`src/rtl/solar_track_ctrl.sv`:
```
`default_nettype none
// ============================================================================
// Module      : solar_track_ctrl
// Description : Two-axis solar tracker motor sequencer. Each accepted sample
//               of the four light sensors is resolved north/south first, then
//               east/west. An axis moves only when its imbalance exceeds HYST.
//               A move is a STEP_CYCLES motor pulse followed by a
//               SETTLE_CYCLES dwell. At most one motor output is ever high.
// Ports       : clk          - system clock, rising edge
//               rst          - asynchronous active-high reset
//               en           - controller enable (low aborts a sample)
//               sample_valid - sensor buses valid this cycle (IDLE only)
//               LSN/LSE/LSS/LSW - 8-bit light sensor readings
//               MN/ME/MS/MW  - motor drives (decoded from registered state)
//               busy         - state is not IDLE
//               locked       - last completed sample needed no movement
// Revision    : 1.0 - initial release
// ============================================================================
module solar_track_ctrl #(
  parameter int HYST          = 10,
  parameter int STEP_CYCLES   = 16,
  parameter int SETTLE_CYCLES = 8
) (
  input  logic       clk,
  input  logic       rst,
  input  logic       en,
  input  logic       sample_valid,
  input  logic [7:0] LSN,
  input  logic [7:0] LSE,
  input  logic [7:0] LSS,
  input  logic [7:0] LSW,
  output logic       MN,
  output logic       ME,
  output logic       MS,
  output logic       MW,
  output logic       busy,
  output logic       locked
);

  // Counter only has to hold the larger of the two reload values.
  localparam int c_MAXC = (STEP_CYCLES > SETTLE_CYCLES) ? STEP_CYCLES : SETTLE_CYCLES;
  localparam int c_CW   = (c_MAXC > 1) ? $clog2(c_MAXC) : 1;

  localparam logic [c_CW-1:0] c_STEP_LOAD   = c_CW'(STEP_CYCLES - 1);
  localparam logic [c_CW-1:0] c_SETTLE_LOAD = c_CW'(SETTLE_CYCLES - 1);
  localparam logic [c_CW-1:0] c_ONE         = c_CW'(1);
  localparam logic [8:0]      c_HYST9       = 9'(HYST);

  localparam logic [2:0] c_IDLE   = 3'd0;
  localparam logic [2:0] c_DEC_NS = 3'd1;
  localparam logic [2:0] c_DRV_NS = 3'd2;
  localparam logic [2:0] c_SET_NS = 3'd3;
  localparam logic [2:0] c_DEC_EW = 3'd4;
  localparam logic [2:0] c_DRV_EW = 3'd5;
  localparam logic [2:0] c_SET_EW = 3'd6;

  logic [2:0]      r_state;
  logic [7:0]      r_n, r_e, r_s, r_w;
  logic [c_CW-1:0] r_cnt;
  logic            r_dir;     // 0: north/east motor, 1: south/west motor
  logic            r_moved;
  logic            r_locked;

  logic [2:0]      w_state_nxt;
  logic [c_CW-1:0] w_cnt_nxt;
  logic            w_dir_nxt;
  logic            w_moved_nxt;
  logic            w_locked_nxt;
  logic            w_accept;

  // Comparisons at 9 bits so a reading near 255 plus HYST cannot wrap.
  logic w_n_gt, w_s_gt, w_e_gt, w_w_gt;
  assign w_n_gt = {1'b0, r_n} > ({1'b0, r_s} + c_HYST9);
  assign w_s_gt = {1'b0, r_s} > ({1'b0, r_n} + c_HYST9);
  assign w_e_gt = {1'b0, r_e} > ({1'b0, r_w} + c_HYST9);
  assign w_w_gt = {1'b0, r_w} > ({1'b0, r_e} + c_HYST9);

  assign w_accept = (r_state == c_IDLE) && en && sample_valid;

  // State register
  always_ff @(posedge clk or posedge rst) begin
    if (rst) begin
      r_state  <= c_IDLE;
      r_n      <= '0;
      r_e      <= '0;
      r_s      <= '0;
      r_w      <= '0;
      r_cnt    <= '0;
      r_dir    <= 1'b0;
      r_moved  <= 1'b0;
      r_locked <= 1'b0;
    end else begin
      r_state  <= w_state_nxt;
      r_cnt    <= w_cnt_nxt;
      r_dir    <= w_dir_nxt;
      r_moved  <= w_moved_nxt;
      r_locked <= w_locked_nxt;
      if (w_accept) begin
        r_n <= LSN;
        r_e <= LSE;
        r_s <= LSS;
        r_w <= LSW;
      end
    end
  end

  // Next-state logic
  always_comb begin
    w_state_nxt  = r_state;
    w_cnt_nxt    = r_cnt;
    w_dir_nxt    = r_dir;
    w_moved_nxt  = r_moved;
    w_locked_nxt = r_locked;

    case (r_state)
      c_IDLE: begin
        if (w_accept) begin
          w_state_nxt = c_DEC_NS;
          w_moved_nxt = 1'b0;
          w_cnt_nxt   = '0;
        end
      end
      c_DEC_NS: begin
        if (w_n_gt || w_s_gt) begin
          w_state_nxt = c_DRV_NS;
          w_dir_nxt   = ~w_n_gt;  // north wins if both were ever true
          w_moved_nxt = 1'b1;
          w_cnt_nxt   = c_STEP_LOAD;
        end else begin
          w_state_nxt = c_DEC_EW;
        end
      end
      c_DRV_NS: begin
        if (r_cnt == '0) begin
          w_state_nxt = c_SET_NS;
          w_cnt_nxt   = c_SETTLE_LOAD;
        end else begin
          w_cnt_nxt = r_cnt - c_ONE;
        end
      end
      c_SET_NS: begin
        if (r_cnt == '0) begin
          w_state_nxt = c_DEC_EW;
        end else begin
          w_cnt_nxt = r_cnt - c_ONE;
        end
      end
      c_DEC_EW: begin
        if (w_e_gt || w_w_gt) begin
          w_state_nxt = c_DRV_EW;
          w_dir_nxt   = ~w_e_gt;
          w_moved_nxt = 1'b1;
          w_cnt_nxt   = c_STEP_LOAD;
        end else begin
          w_state_nxt  = c_IDLE;
          w_locked_nxt = ~r_moved;
        end
      end
      c_DRV_EW: begin
        if (r_cnt == '0) begin
          w_state_nxt = c_SET_EW;
          w_cnt_nxt   = c_SETTLE_LOAD;
        end else begin
          w_cnt_nxt = r_cnt - c_ONE;
        end
      end
      c_SET_EW: begin
        if (r_cnt == '0) begin
          w_state_nxt  = c_IDLE;
          w_locked_nxt = ~r_moved;
        end else begin
          w_cnt_nxt = r_cnt - c_ONE;
        end
      end
      default: begin
        w_state_nxt = c_IDLE;
      end
    endcase

    // Dropping enable mid-sample discards it; the tracker is no longer
    // known to be aligned, so locked is cleared.
    if ((r_state != c_IDLE) && !en) begin
      w_state_nxt  = c_IDLE;
      w_cnt_nxt    = '0;
      w_locked_nxt = 1'b0;
    end
  end

  // Output decode: motors exist only in the drive states, which makes the
  // one-hot property structural and lets reset clear them immediately.
  always_comb begin
    MN     = (r_state == c_DRV_NS) && !r_dir;
    MS     = (r_state == c_DRV_NS) &&  r_dir;
    ME     = (r_state == c_DRV_EW) && !r_dir;
    MW     = (r_state == c_DRV_EW) &&  r_dir;
    busy   = (r_state != c_IDLE);
    locked = r_locked;
  end

endmodule
`default_nettype wire

```
`config.mk`:
```
export PLATFORM = sky130hd
export DESIGN_NAME = solar_track_ctrl
export DESIGN_NICKNAME = d
export VERILOG_FILES = /design/src/rtl/solar_track_ctrl.sv
export SDC_FILE = /design/constraint.sdc
export NUM_CORES = 1
export LEC_CHECK = 0
export BUFFER_PORTS_ARGS = -buffer_cell sky130_fd_sc_hd__buf_2
export CELL_PAD_IN_SITES_DETAIL_PLACEMENT = 0
export CELL_PAD_IN_SITES_GLOBAL_PLACEMENT = 1
export CORE_MARGIN = 2
export CORE_UTILIZATION = 49
export DETAILED_ROUTE_END_ITERATION = 8
export PLACE_DENSITY = 0.95
export REMOVE_ABC_BUFFERS = 1
export SYNTH_ARGS = -nofsm -noshare
export SYNTH_HDL_FRONTEND = slang
export SYNTH_SLANG_ARGS = --single-unit
```
`constraint.sdc`:
```
create_clock -name clk -period 4.9 [get_ports clk]
set_input_delay 0.49 -clock clk [delete_from_list [all_inputs] [get_ports clk]]
set_output_delay 0.49 -clock clk [all_outputs]
set_load 0.01 [all_outputs]
```
==> summary.md <==
| Metric | Value |
|---|---|
| Vias in the first global route | `2673` |
| Clock Path Buffers | `2` |
| Drt drc | `0` |
| CP Data Arrival Time | `3.19 ns` |
| CP max-delay cell | `a22oi_1` |
| Remaining global-route overflow | `0` |
| Dpl hpwl | `5.13 mm` |
| Yosys top cell by area | `dfrtp_1` |
| CTS HTree Levels | `2` |
| TritonRoute pass-1 iters | `4` |
| Final period utilization | `61.6%` |
| Die area | `0.00714 sq mm` |
| Antenna violations before repair | `0` |
| Largest net degree at the start of global routing | `43` |
| Postcts setup bufs | `0` |
| Hold Fails Final Rpt | `0` |
| Share of cells above drive strength 1 | `24.2%` |
| CTS tree | `done` |
| WP data required | `5.07 ns` |
| Clock sink count | `42` |
| Worst setup EP type | `flip-flop` |
| GR Util met1 | `26.9%` |
| Number of synthesized flops with an enable pin | `0` |
| Final net count | `430` |
| Sequential area share after synthesis | `33.1%` |
| Final setup skew | `0.00406 ns` |
| Nature of the critical path startpoint | `flip-flop` |
| Max-cap violations | `0` |
| # rows | `29` |
| Hold Buf Count CTS | `0` |
| M3 GR Usage | `3.44%` |
| Register bit count reported by yosys | `42` |
| Crit Path Class | `flip-flop to flip-flop` |
| CTS Root Cell | `clkbuf_8` |
| Clock slew at reported path FFs | `0.08 ns` |
| Outcome | `completed` |
| Via density | `5.83` |
| Tmin final | `3.02 ns` |
| CP Cell Sequence | `ha_1, o21ai_0, xor2_1, ha_1, o21a_1, o21ai_0, a32oi_1, a22oi_1, a32oi_2, o2111ai_1, o22ai_1` |
| WL final | `6.87 mm` |
| Cell count after synthesis | `321` |
| Routed WL per cell | `15.7 microns` |
| I/O Pins | `42` |
| Remaining antenna violation count | `0` |
| Post-synth ARST share | `100%` |
| Met2 usage | `34.5%` |
| Worst Tran Pin Value | `0.953 ns` |
| RSZ-0062 raised after global routing | `false` |
| GRT Util Overall | `20.6%` |
| First-pass GRT wire length | `12.1 mm` |
| Normalized max-slew margin | `36.3%` |
| Skew-Pair Late Insertion Delay | `0.29 ns` |
| Initial Util | `50.3%` |
| Final Setup Violations | `0` |
| HP Class | `input pin to asynchronous set/reset pin` |
| DRT iter0 DRCs | `165` |
| Netlist cell types | `52` |
| Routability cong. | `0.911` |
| Ys Warns | `0` |
| Number of port buffers | `41` |
| Max frequency | `0.331 GHz` |
| CTS resizes | `0` |
| Synthesis-to-layout area growth | `10.3%` |
| Cts bufs inserted | `5` |
| Setup TNS | `0 ns` |
| Leading register cell type out of synthesis | `dfrtp_1` |
| Crit-path max FO | `5` |
| Slew Viols, Final | `0` |
| CP peak stage delay | `0.46 ns` |
| Top Usage Layer GRT | `met2` |
| Top cell type's share of synthesized area | `33.1%` |
| Die Wd | `84.5 microns` |
| Top cells by area, synth | `dfrtp_1 33%, ha_1 14%, mux2_2 9.9%` |
| Diode count | `0` |
| Die H | `84.5 microns` |
| Mapped cell area | `0.00318 sq mm` |
| Syn Area/Cell | `9.90 sq um` |
| Vias | `2548` |
| Core ar. | `0.00631 sq mm` |
[cells by family after synthesis]
| family | count (synthesis) | synth area share (%) |
|---|---|---|
| AO/OA/AOI/OAI | 86 | 19.4 |
| XOR/XNOR | 23 | 6.34 |
| adder cells (fa/ha/maj) | 35 | 13.8 |
| buffers and inverters | 29 | 4.45 |
| flip-flops | 42 | 33.1 |
| multiplexers | 29 | 10.2 |
| AND/OR/NAND/NOR | 77 | 12.7 |
[stage by stage]
step	instance area [sq um]	hold WS (ns)	setup slack, ns	instances	utilization (%)
6_report	3500	0.327	1.88	437	55.5
5_1_grt	3500	0.369	1.62	437	55.5
4_1_cts	3500	0.342	1.93	437	55.5
3_5_place_dp	3410	0.476	1.94	429	54.0
3_3_place_gp	3410	0.463	2.07	429	54.0
2_1_floorplan	3100	0.436	2.32	310	-
[layer usage]
| layer | up-vias | routed length [microns] |
|---|---|---|
| li1 | 1276 | - |
| met1 | 1201 | 3070 |
| met2 | 57 | 3380 |
| met3 | 14 | 285 |
| met4 | 0 | 132 |
| met5 | - | 0 |
[worst max-delay path: cells and delay by family (launching register included)]
kind / cells / cell delay, ns
AOI/OAI and AO/OA: 8 / 1.66
adders and majority gates: 2 / 0.56
DFF: 1 / 0.44
xor gates and xnor gates: 1 / 0.24
[layout make-up]
cell class	instances	area (sq um)
multi-input combinational	250	1980
sequential	42	1050
inverter	18	67.6
clock inverter	1	5.00
tap	77	96.3
fill	593	2810
timing repair buffer	42	213
clock buffer	7	86.3
[layout by cell type (no fill, tap or decap), types with 3 or more instances in the layout]
master     instances
dfrtp_1           42
buf_2             41
ha_1              35
mux2_2            28
o21ai_0           20
nand2_1           18
nor2_1            18
xor2_1            17
inv_1             16
a21oi_1           15
nand4_1           14
o2111ai_1          6
xnor2_1            6
clkbuf_8           6
and3_1             5
a31oi_1            5
a21o_1             5
o21a_1             5
o22ai_1            4
nor3_1             4
nand2b_1           3
a22oi_1            3
nand3b_1           3
a211oi_1           3
nand3_1            3
[registers in the layout, summed over array words and instances (netlist names)]
register and count:
r_cnt 4, r_s 8, r_moved 1, r_state 3, locked 1, r_w 8, r_n 8, r_dir 1
r_e 8
[cell usage after synthesis, types with 3 or more instances]
| cell | instances |
|---|---|
| a211oi_1 | 3 |
| a21o_1 | 5 |
| a21oi_1 | 15 |
| a22oi_1 | 3 |
| a31oi_1 | 5 |
| and3_1 | 5 |
| buf_2 | 4 |
| clkbuf_1 | 3 |
| dfrtp_1 | 42 |
| ha_1 | 35 |
| inv_1 | 16 |
| mux2_2 | 28 |
| nand2_1 | 18 |
| nand2b_1 | 3 |
| nand3_1 | 3 |
| nand3b_1 | 3 |
| nand4_1 | 14 |
| nor2_1 | 18 |
| nor3_1 | 4 |
| o2111ai_1 | 6 |
| o21a_1 | 5 |
| o21ai_0 | 20 |
| o22ai_1 | 4 |
| xnor2_1 | 6 |
| xor2_1 | 17 |
[final timing paths]
kind,startpoint,depth (start not counted),slack (ns),end
setup / recovery,r_s[1],11,1.88,r_cnt[2]
hold / removal,rst,3,0.33,r_e[5]
setup reg to reg,r_s[1],11,1.88,r_cnt[2]
hold reg to reg,r_moved,1,0.48,locked
max in group asynchronous,rst,3,4.21,r_state[1]
min in group clk,LSS[0],3,0.41,r_s[0]
Power is left out: the tool's default activity adds up to more than one toggle a clock period on the data nets, which glitch-free logic cannot reach.
